File: src/rtl/fifo_pkg.sv
// Shared definitions for the synchronous FIFO family: output-mode
// constants and the level/pointer width helpers.
package fifo_pkg;

    localparam int FIFO_MODE_STD  = 0;
    localparam int FIFO_MODE_FWFT = 1;

    // Occupancy counter width: must represent 0..depth inclusive.
    function automatic int fifo_lw(input int depth);
        return $clog2(depth + 1);
    endfunction

    // Pointer width: addresses 0..depth-1, never narrower than one bit.
    function automatic int fifo_pw(input int depth);
        int w;
        w = $clog2(depth);
        return (w < 1) ? 1 : w;
    endfunction

endpackage

File: src/rtl/fifo_ram.sv
// DEPTH x WIDTH storage: one synchronous write port, one asynchronous
// read port. Contents are not reset.
module fifo_ram #(
    parameter int WIDTH = 32,
    parameter int DEPTH = 10,
    parameter int AW    = 4
) (
    input  logic             CLOCK_50,
    input  logic             we,
    input  logic [AW-1:0]    wr_addr,
    input  logic [WIDTH-1:0] wr_data,
    input  logic [AW-1:0]    rd_addr,
    output logic [WIDTH-1:0] rd_data
);

    logic [WIDTH-1:0] mem [DEPTH];

    // Write port: store the word on an accepted write.
    always_ff @(posedge CLOCK_50) begin
        if (we) begin
            mem[wr_addr] <= wr_data;
        end
    end

    // Read port: combinational lookup of the addressed entry.
    always_comb begin
        rd_data = mem[rd_addr];
    end

endmodule

File: src/rtl/sync_fifo_ext.sv
// Parametrised synchronous FIFO with registered or first-word-fall-through
// output, occupancy count, programmable almost flags, flush and sticky
// overflow/underflow error flags. Depth need not be a power of two.
module sync_fifo_ext
    import fifo_pkg::*;
#(
    parameter int WIDTH    = 32,
    parameter int DEPTH    = 10,
    parameter int FWFT     = 0,
    parameter int AF_LEVEL = DEPTH - 1,
    parameter int AE_LEVEL = 1,
    localparam int LW      = fifo_lw(DEPTH),
    localparam int PW      = fifo_pw(DEPTH)
) (
    input  logic             CLOCK_50,
    input  logic             RST_N,
    input  logic             flush,
    input  logic [WIDTH-1:0] data_in,
    input  logic             write,
    input  logic             read,
    output logic [WIDTH-1:0] data_out,
    output logic             data_valid,
    output logic             empty,
    output logic             full,
    output logic             almost_empty,
    output logic             almost_full,
    output logic [LW-1:0]    level,
    output logic             overflow,
    output logic             underflow,
    input  logic             err_clear
);

    logic [PW-1:0]    wr_ptr;
    logic [PW-1:0]    rd_ptr;
    logic [LW-1:0]    level_q;
    logic             wr_acc;
    logic             rd_acc;
    logic [WIDTH-1:0] rd_data;

    // Accept decisions from pre-edge state; flush suppresses both transfers.
    always_comb begin
        wr_acc = write & ~full  & ~flush;
        rd_acc = read  & ~empty & ~flush;
    end

    // Status flags decoded directly from the registered level.
    always_comb begin
        empty        = (level_q == '0);
        full         = (level_q == LW'(DEPTH));
        almost_empty = (int'(level_q) <= AE_LEVEL);
        almost_full  = (int'(level_q) >= AF_LEVEL);
        level        = level_q;
    end

    // Pointers and level: explicit wrap at DEPTH-1 so odd depths work.
    always_ff @(posedge CLOCK_50) begin
        if (!RST_N || flush) begin
            wr_ptr  <= '0;
            rd_ptr  <= '0;
            level_q <= '0;
        end else begin
            if (wr_acc) begin
                wr_ptr <= (wr_ptr == PW'(DEPTH - 1)) ? '0 : wr_ptr + PW'(1);
            end
            if (rd_acc) begin
                rd_ptr <= (rd_ptr == PW'(DEPTH - 1)) ? '0 : rd_ptr + PW'(1);
            end
            case ({wr_acc, rd_acc})
                2'b10:   level_q <= level_q + LW'(1);
                2'b01:   level_q <= level_q - LW'(1);
                default: level_q <= level_q;
            endcase
        end
    end

    // Sticky error flags: a new error outranks a coincident clear; flush
    // leaves them alone.
    always_ff @(posedge CLOCK_50) begin
        if (!RST_N) begin
            overflow  <= 1'b0;
            underflow <= 1'b0;
        end else begin
            overflow  <= (write & full)  | (overflow  & ~err_clear);
            underflow <= (read  & empty) | (underflow & ~err_clear);
        end
    end

    fifo_ram #(
        .WIDTH (WIDTH),
        .DEPTH (DEPTH),
        .AW    (PW)
    ) u_ram (
        .CLOCK_50 (CLOCK_50),
        .we       (wr_acc),
        .wr_addr  (wr_ptr),
        .wr_data  (data_in),
        .rd_addr  (rd_ptr),
        .rd_data  (rd_data)
    );

    if (FWFT == FIFO_MODE_FWFT) begin : g_fwft
        // Head entry is presented combinationally while the FIFO is non-empty.
        always_comb begin
            data_out   = rd_data;
            data_valid = ~empty;
        end
    end else begin : g_std
        logic [WIDTH-1:0] dout_q;
        logic             dvalid_q;

        // Registered read: load the head on an accepted read, pulse valid.
        always_ff @(posedge CLOCK_50) begin
            if (!RST_N) begin
                dout_q   <= '0;
                dvalid_q <= 1'b0;
            end else begin
                if (rd_acc) begin
                    dout_q <= rd_data;
                end
                dvalid_q <= rd_acc;
            end
        end

        // Drive outputs from the read register.
        always_comb begin
            data_out   = dout_q;
            data_valid = dvalid_q;
        end
    end

endmodule

File: config.mk
export PLATFORM = sky130hd
export DESIGN_NAME = sync_fifo_ext
export DESIGN_NICKNAME = d
export VERILOG_FILES = /design/src/rtl/fifo_pkg.sv /design/src/rtl/fifo_ram.sv /design/src/rtl/sync_fifo_ext.sv
export SDC_FILE = /design/constraint.sdc
export NUM_CORES = 1
export LEC_CHECK = 0
export CORE_MARGIN = 2
export CORE_UTILIZATION = 54
export CTS_BUF_LIST = sky130_fd_sc_hd__clkbuf_8 sky130_fd_sc_hd__clkbuf_16
export DETAILED_ROUTE_END_ITERATION = 7
export GPL_TIMING_DRIVEN = 0
export HOLD_SLACK_MARGIN = 0.08
export PLACE_DENSITY = 0.79
export SYNTH_ARGS = -nofsm -noshare
export SYNTH_HDL_FRONTEND = slang
export SYNTH_HIERARCHICAL = 1
export SYNTH_SLANG_ARGS = --single-unit
File: constraint.sdc
create_clock -name CLOCK_50 -period 4.55 [get_ports CLOCK_50]
set_clock_uncertainty 0.15 [all_clocks]
set_input_delay 0.91 -clock CLOCK_50 [delete_from_list [all_inputs] [get_ports CLOCK_50]]
set_output_delay 0.91 -clock CLOCK_50 [all_outputs]
set_load 0.01 [all_outputs]
Word level (Yosys, flattened, before mapping)
Memory sizes are Yosys's and may differ from the RTL's. A register that Yosys moved wholly into a read port is not among the register bits.
Cells that the tools add are included.
{ "totals": {"reg_bits": 15, "ram_bits": 320, "out_inout_bits": 43, "memories": 1} }
{ "op_classes": {"add_sub_neg": 4, "n_lt_le_gt_ge": 2, "eq_ne": 5, "n_mux": 5, "bitwise": 14, "n_reduce_logical": 5} }
{ "memory_table": {"columns": ["name", "words", "word_bits", "rd", "rd_ports_with_merged_regs", "write_ports", "line", "rtl"], "rows": [
  ["u_ram.mem", 10, 32, 1, 1, 1, "fifo_ram.sv:16", "logic [WIDTH-1:0] mem [DEPTH];"]
]} }
{ "op_table": {"columns": ["operator", "n"], "rows": [
  ["$add 4x1->4 const B", 3],
  ["$eq 4x4->1 const B", 3],
  ["$and 1x1->1", 8],
  ["$mux 4", 2],
  ["$pmux 4 s2", 1],
  ["$ge 4x4->1 const B", 1],
  ["$le 4x1->1 const B", 1],
  ["$logic_not 4->1", 1],
  ["$not 1->1", 4],
  ["$sub 4x1->4 const B", 1],
  ["$eq 2x1->1 const B", 1],
  ["$eq 2x2->1 const B", 1],
  ["$logic_not 1->1", 2],
  ["$mux 1", 2],
  ["$or 1x1->1", 2],
  ["$reduce_bool 2->1", 1],
  ["$logic_or 1x1->1", 1]
]} }

Depth between registers and ports, before layout
{ "logic_depth": {"word_depth": 6, "mapped_depth": 9} }

By module
The synthesis kept the hierarchy.
{ "by_module_without_submodules": {"columns": ["module", "n_inst", "cells_each", "area_per_inst_um2", "seq_area_each_um2"], "rows": [
  ["fifo_ram", 1, 666, 12649.6, 9609.2],
  ["sync_fifo_ext", 1, 236, 2097.0, 940.9]
]} }

Worst setup path before layout
OpenSTA, ideal clock, no wires.
{ "synth_path": {"kind": "register -> register", "startpoint": "reg level_q[0] (netlist: level[0])", "endpoint": "mem u_ram.mem[0][0] (enable)", "setup_ns": 0.461, "arrival_ns": 4.117, "required_time_ns": 3.939, "setup_slack_ns": -0.178, "path_stages_with_launch": 9, "n_path_buf": 1, "period_less_slack_ns": 4.728, "cell_sequence": "dfxtp_1 > inv_1 > ha_1 > and3b_1 > buf_6 > or2_2 > inv_1 > or3b_2 > nor3_1"} }
{ "synth_between": {"elab_chain_len": 6} }
{ "synth_rtl": {"columns": ["item", "line", "rtl"], "rows": [
  ["start: declaration", "sync_fifo_ext.sv:35", "logic [LW-1:0] level_q;"],
  ["start signal: assignment", "sync_fifo_ext.sv:69", "2'b10: level_q <= level_q + LW'(1);"],
  ["start signal: assignment", "sync_fifo_ext.sv:70", "2'b01: level_q <= level_q - LW'(1);"],
  ["start signal: assignment", "sync_fifo_ext.sv:71", "default: level_q <= level_q;"],
  ["$eq 4x4->1", "sync_fifo_ext.sv:49", "full = (level_q == LW'(DEPTH));"],
  ["named net full", "sync_fifo_ext.sv:24", "output logic full,"],
  ["$not 1->1", "sync_fifo_ext.sv:42", "wr_acc = write & ~full & ~flush;"],
  ["$and 1x1->1 (2 in series)", "sync_fifo_ext.sv:42", null],
  ["named net wr_acc", "sync_fifo_ext.sv:36", "logic wr_acc;"],
  ["$mux 1", "fifo_ram.sv:20", "if (we) begin"],
  ["$mux 1 (not written as such)", "fifo_ram.sv:21", "mem[wr_addr] <= wr_data;"],
  ["end: declaration", "fifo_ram.sv:16", null]
]} }
The timed path passes the listed nets, and every way through them passes these cells.

Final worst setup path
{ "layout_path": {"startpoint": "in read", "endpoint": "reg level_q[3] (netlist: level[3])"} }
{ "layout_between": {"elab_chain_len": 4, "word_cells_on_any_way": 6} }
{ "layout_rtl": {"columns": ["item", "line", "rtl"], "rows": [
  ["start: declaration", "sync_fifo_ext.sv:20", "input logic read,"],
  ["$and 1x1->1 * (2 in series)", "sync_fifo_ext.sv:43", "rd_acc = read & ~empty & ~flush;"],
  ["named net rd_acc", "sync_fifo_ext.sv:37", "logic rd_acc;"],
  ["$eq 2x1->1 or $eq 2x2->1 (tied branches)", "sync_fifo_ext.sv:68", "case ({wr_acc, rd_acc})"],
  ["$pmux 4 s2 or $reduce_bool 2->1 (tied branches)", null, null]
]} }
Mark *: on every way through the listed nets, which the timed path passes. The rest lies on a longest branch.
A chain may end at the register's enable or synchronous reset.

==> results summary <==
The run finished with clean final reports. The headroom to the max-slew limit came out at between 30% and 40%. The number of primary I/O pins is 81. The source of the worst hold timing path is data_out[26]$_SDFFE_PN0P_.

Of the available clock period, the critical path in the final layout requires ~80%. For the pin with the worst max-slew slack, the measured transition is between 0.9 and 1 ns. Setup repair after global routing left no endpoint under its margin. The critical path class is input port to flip-flop.

After Yosys synthesis, full adders, half adders and majority gates account for less than 1% of the synthesized area. Global routing used between 20% and 30% of the available tracks across all layers. The placed instance area came out at approximately 0.016 mm^2. The starting density of the core came out at between 50% and 60%.

The number of antenna violations at the first check in global routing came out at 0. In this run the core area contains 60 standard-cell rows. The async set-or-reset flop fraction in the synthesized netlist came out at 0%. The buffer depth of the longest clock path came out at 3. The number of clock sinks is 367.

The multi-input gate area in the final layout is about 0.0039 mm^2. The area of the placeable core came out at 0.0269 mm^2. The maximum number of pins on one net before global-route repair came out at 26.

The wire length the detailed router placed on met1 came out at about 14000 um. The final HPWL from detailed placement came out at between 20000 and 25000 um. The share of the Yosys chip area taken by registers is roughly 72%. The first-pass detailed-route iteration total came out at 5. The routed length on met3 is between 2000 and 2500 um. The die footprint is roughly 0.029 mm^2. The total number of vias is about 8400. The leakage power is 0.00564 uW. The power density normalized to cell area came out at ~400 mW/mm^2.

The largest vdd supply drop is between 200 and 300 uV. The number of failing hold endpoints at the final stage came to 0. The via density per instance is roughly 6.0. The TritonCTS buffer count is 36. The highest clock frequency the design can meet is between 0.2 and 0.3 GHz. Compared with the post-synthesis result, the final layout area differs by 19.2%. The time the worst path needs with I/O delays and setup came out at roughly 3.7 ns. In this run the critical register-to-register path is launched from level[0]$_SDFFE_PP0P_. The count of placed standard cells including taps came out at ~1300.

The vertical extent of the die came out at approximately 170 um. The number of H-tree levels is 2. The setup slack of the worst register-to-register path is a little over 0.9 ns. The min-delay analysis places its worst path in the category flip-flop to flip-flop. The final count of negative-setup-slack endpoints is 0. The synthesized netlist devotes 0.119% of its cell area to XOR and XNOR gates. The clock reaches the later pin of the worst-skew pair after 0.53 ns. The global placement routability congestion came out at around 0.75. The fraction of the mapped netlist area in compound gates is under 10%.

The first global-routing pass estimated ~50000 um of wire. For this block, the initial DRC count from the detailed router was around 730. The number of max-slew violations in the final report was 0.

The antenna diode count is 0. The most used flip-flop cell after synthesis is edfxtp_1. The overall routed net length is roughly 33000 um.

The post-route cell area is approximately 0.018 mm^2. The worst hold path terminates at data_out[26]$_SDFFE_PN0P_. The synthesized netlist net count is 945. The quantity of I/O buffers inserted on ports came out at just under 80. Once the clock tree was built, the resizer swapped 0 gates to a different size. The warning count from the yosys run is 6.

The finished layout holds roughly 1400 standard cells, fillers aside. The CTS tree is built. The via count of the first global-routing pass is roughly 8500. Hold repair after CTS inserted 0 buffers. The final net count is around 1100. The required time of the critical path is 4.81 ns. The number of cells on the worst hold path came out at 2. STA classifies the critical path endpoint as a flip-flop. The CTS clock-pin slew for the worst setup and hold paths came out at ~0.060 ns. The highest routing layer actually used is met4. After detailed routing, the average wire length per cell comes to around 24 um.

The post-synthesis instance area is about 0.015 mm^2. The number of setup buffers added after CTS is 0. The routed wire length on met2 is 16300 um.

The number of enable flip-flop cells after synthesis came out at 320. Counting cells, the worst reg-to-reg path comes to 9. After synthesis the netlist holds a flip-flop and latch count of between 300 and 400. Leaving out fill and tap cells, the most frequent cells in the layout are 320 x edfxtp_1, 99 x nand2_1, 97 x mux2i_1, 91 x mux2_2, 79 x clkdlybuf4s50_1. The number of max-cap violations came out at 0. In the synthesized netlist, mux cells make up between 10% and 20% of the area. The sum of negative setup slack came out at 0 ns. The arrival time at the worst endpoint came out at about 3.9 ns. The residual DRC count came out at 0. Counting the fill cells in the layout gives around 1800. The worst setup path is launched from an input port. The final antenna-violating net count came out at 0. Global routing finished with a remaining overflow of 0.

The mean cell area of the mapped netlist came out at 16.3 um^2. By area, the combinational part of the netlist is dominated by multiplexers. Of all nets on the critical path, the largest fanout is 10.

Leaving out fill and tap cells, the most frequent cell in the layout is edfxtp_1. The endpoint identified for the worst register-to-register timing path is level[3]$_SDFFE_PP0P_. The post-synthesis cell type count came out at 39. The area taken by flip-flops and latches came out at 0.0106 mm^2. The width of the die came out at between 150 and 200 um. The share of layout cells above drive strength 1 came out at approximately 22%. Synthesis produced 902 cells. The area share of and/or/nand/nor cells after synthesis came out at under 10%. The tree is rooted in a clkbuf_16.
==> per-stage QoR <==
| stage | power, uW | utilization (%) | hold slack (ns) | worst slack (ns) |
|---|---|---|---|---|
| final | 6990 | 65.4 | 0.308 | 0.892 |
| after global routing | 7170 | 65.4 | 0.332 | 0.680 |
| after CTS | 7030 | 65.4 | 0.310 | 0.873 |
| after detailed placement | 4030 | 60.8 | 0.298 | 0.352 |
| after global placement | 4010 | 59.4 | 0.292 | -2.53 |
| after floorplan | 3890 | - | 0.322 | 0.177 |
==> kinds of logic after synthesis <==
family,Yosys count
compound gates,120
flops,367
fa+ha+maj,5
mux,194
xor+xnor,2
simple gates,154
buf+inv,60
==> worst max path at each step <==
stage | startpoint | to | slack (ns) | depth (start not counted)
2_1_floorplan | level[0]$_SDFFE_PP0P_ | u_ram/mem[4][0]$_DFFE_PP_ | 0.18 | 8
6_report | read | level[3]$_SDFFE_PP0P_ | 0.89 | 8
4_1_cts | level[0]$_SDFFE_PP0P_ | level[3]$_SDFFE_PP0P_ | 0.87 | 9
3_5_place_dp | read | level[3]$_SDFFE_PP0P_ | 0.35 | 8
5_1_grt | level[0]$_SDFFE_PP0P_ | level[3]$_SDFFE_PP0P_ | 0.68 | 9
3_3_place_gp | flush | u_ram/mem[4][21]$_DFFE_PP_ | -2.53 | 6
==> cells in the mapped netlist (5+ instances only) <==
master	count	area share, %
nand2_1	99	2.5
o22ai_1	32	1.4
dfxtp_1	47	6.4
nor3_1	7	0.24
clkbuf_1	28	0.71
mux2_1	6	0.46
mux2i_1	97	6.6
mux2_2	91	6.9
ha_1	5	0.42
buf_4	5	0.25
buf_2	10	0.34
a22o_1	34	2.0
edfxtp_1	320	65
buf_6	6	0.46
a21oi_1	10	0.34
inv_1	8	0.20
o31ai_2	31	2.6
nor2_1	14	0.36
nand3b_1	5	0.25
o21ai_0	5	0.17
nor2b_1	9	0.38
==> layer usage <==
layer / vias to the layer above / global-route usage [%]
li1: 3740 / -
met1: 4186 / 30.5
met2: 354 / 39.3
met3: 76 / 4.06
met4: 0 / 8.84
met5: - / 0
==> sequential cells by signal, summed over array words and instances, names as in the netlist <==
name        flops
data_out       32
underflow       1
rd_ptr          4
level           4
u_ram/mem     320
wr_ptr          4
data_valid      1
overflow        1
==> cell type report <==
cell class	count	area share [%]
clock buffer	41	5.58
buffer	52	1.67
tap	341	2.43
inverter	8	0.171
multi-input combinational	475	22.5
clock inverter	25	1.39
sequential	367	60.0
timing repair buffer	95	6.27
==> power by group <==
group	total [uW]	internal [uW]	switching, uW
Combinational	265	120	145
Sequential	3690	3680	10.6
Clock	3040	1830	1210
Total	6990	5630	1360
==> worst max-delay path, stage by stage <==
cell and delay (ns):
clkdlybuf4s50_1 0.51, inv_1 0.10, nor3_2 0.63, buf_4 0.37
ha_1 0.27, or4b_2 0.59, a21oi_1 0.19, mux2_2 0.35
No activity file was read; power rests on OpenSTA's default activity.
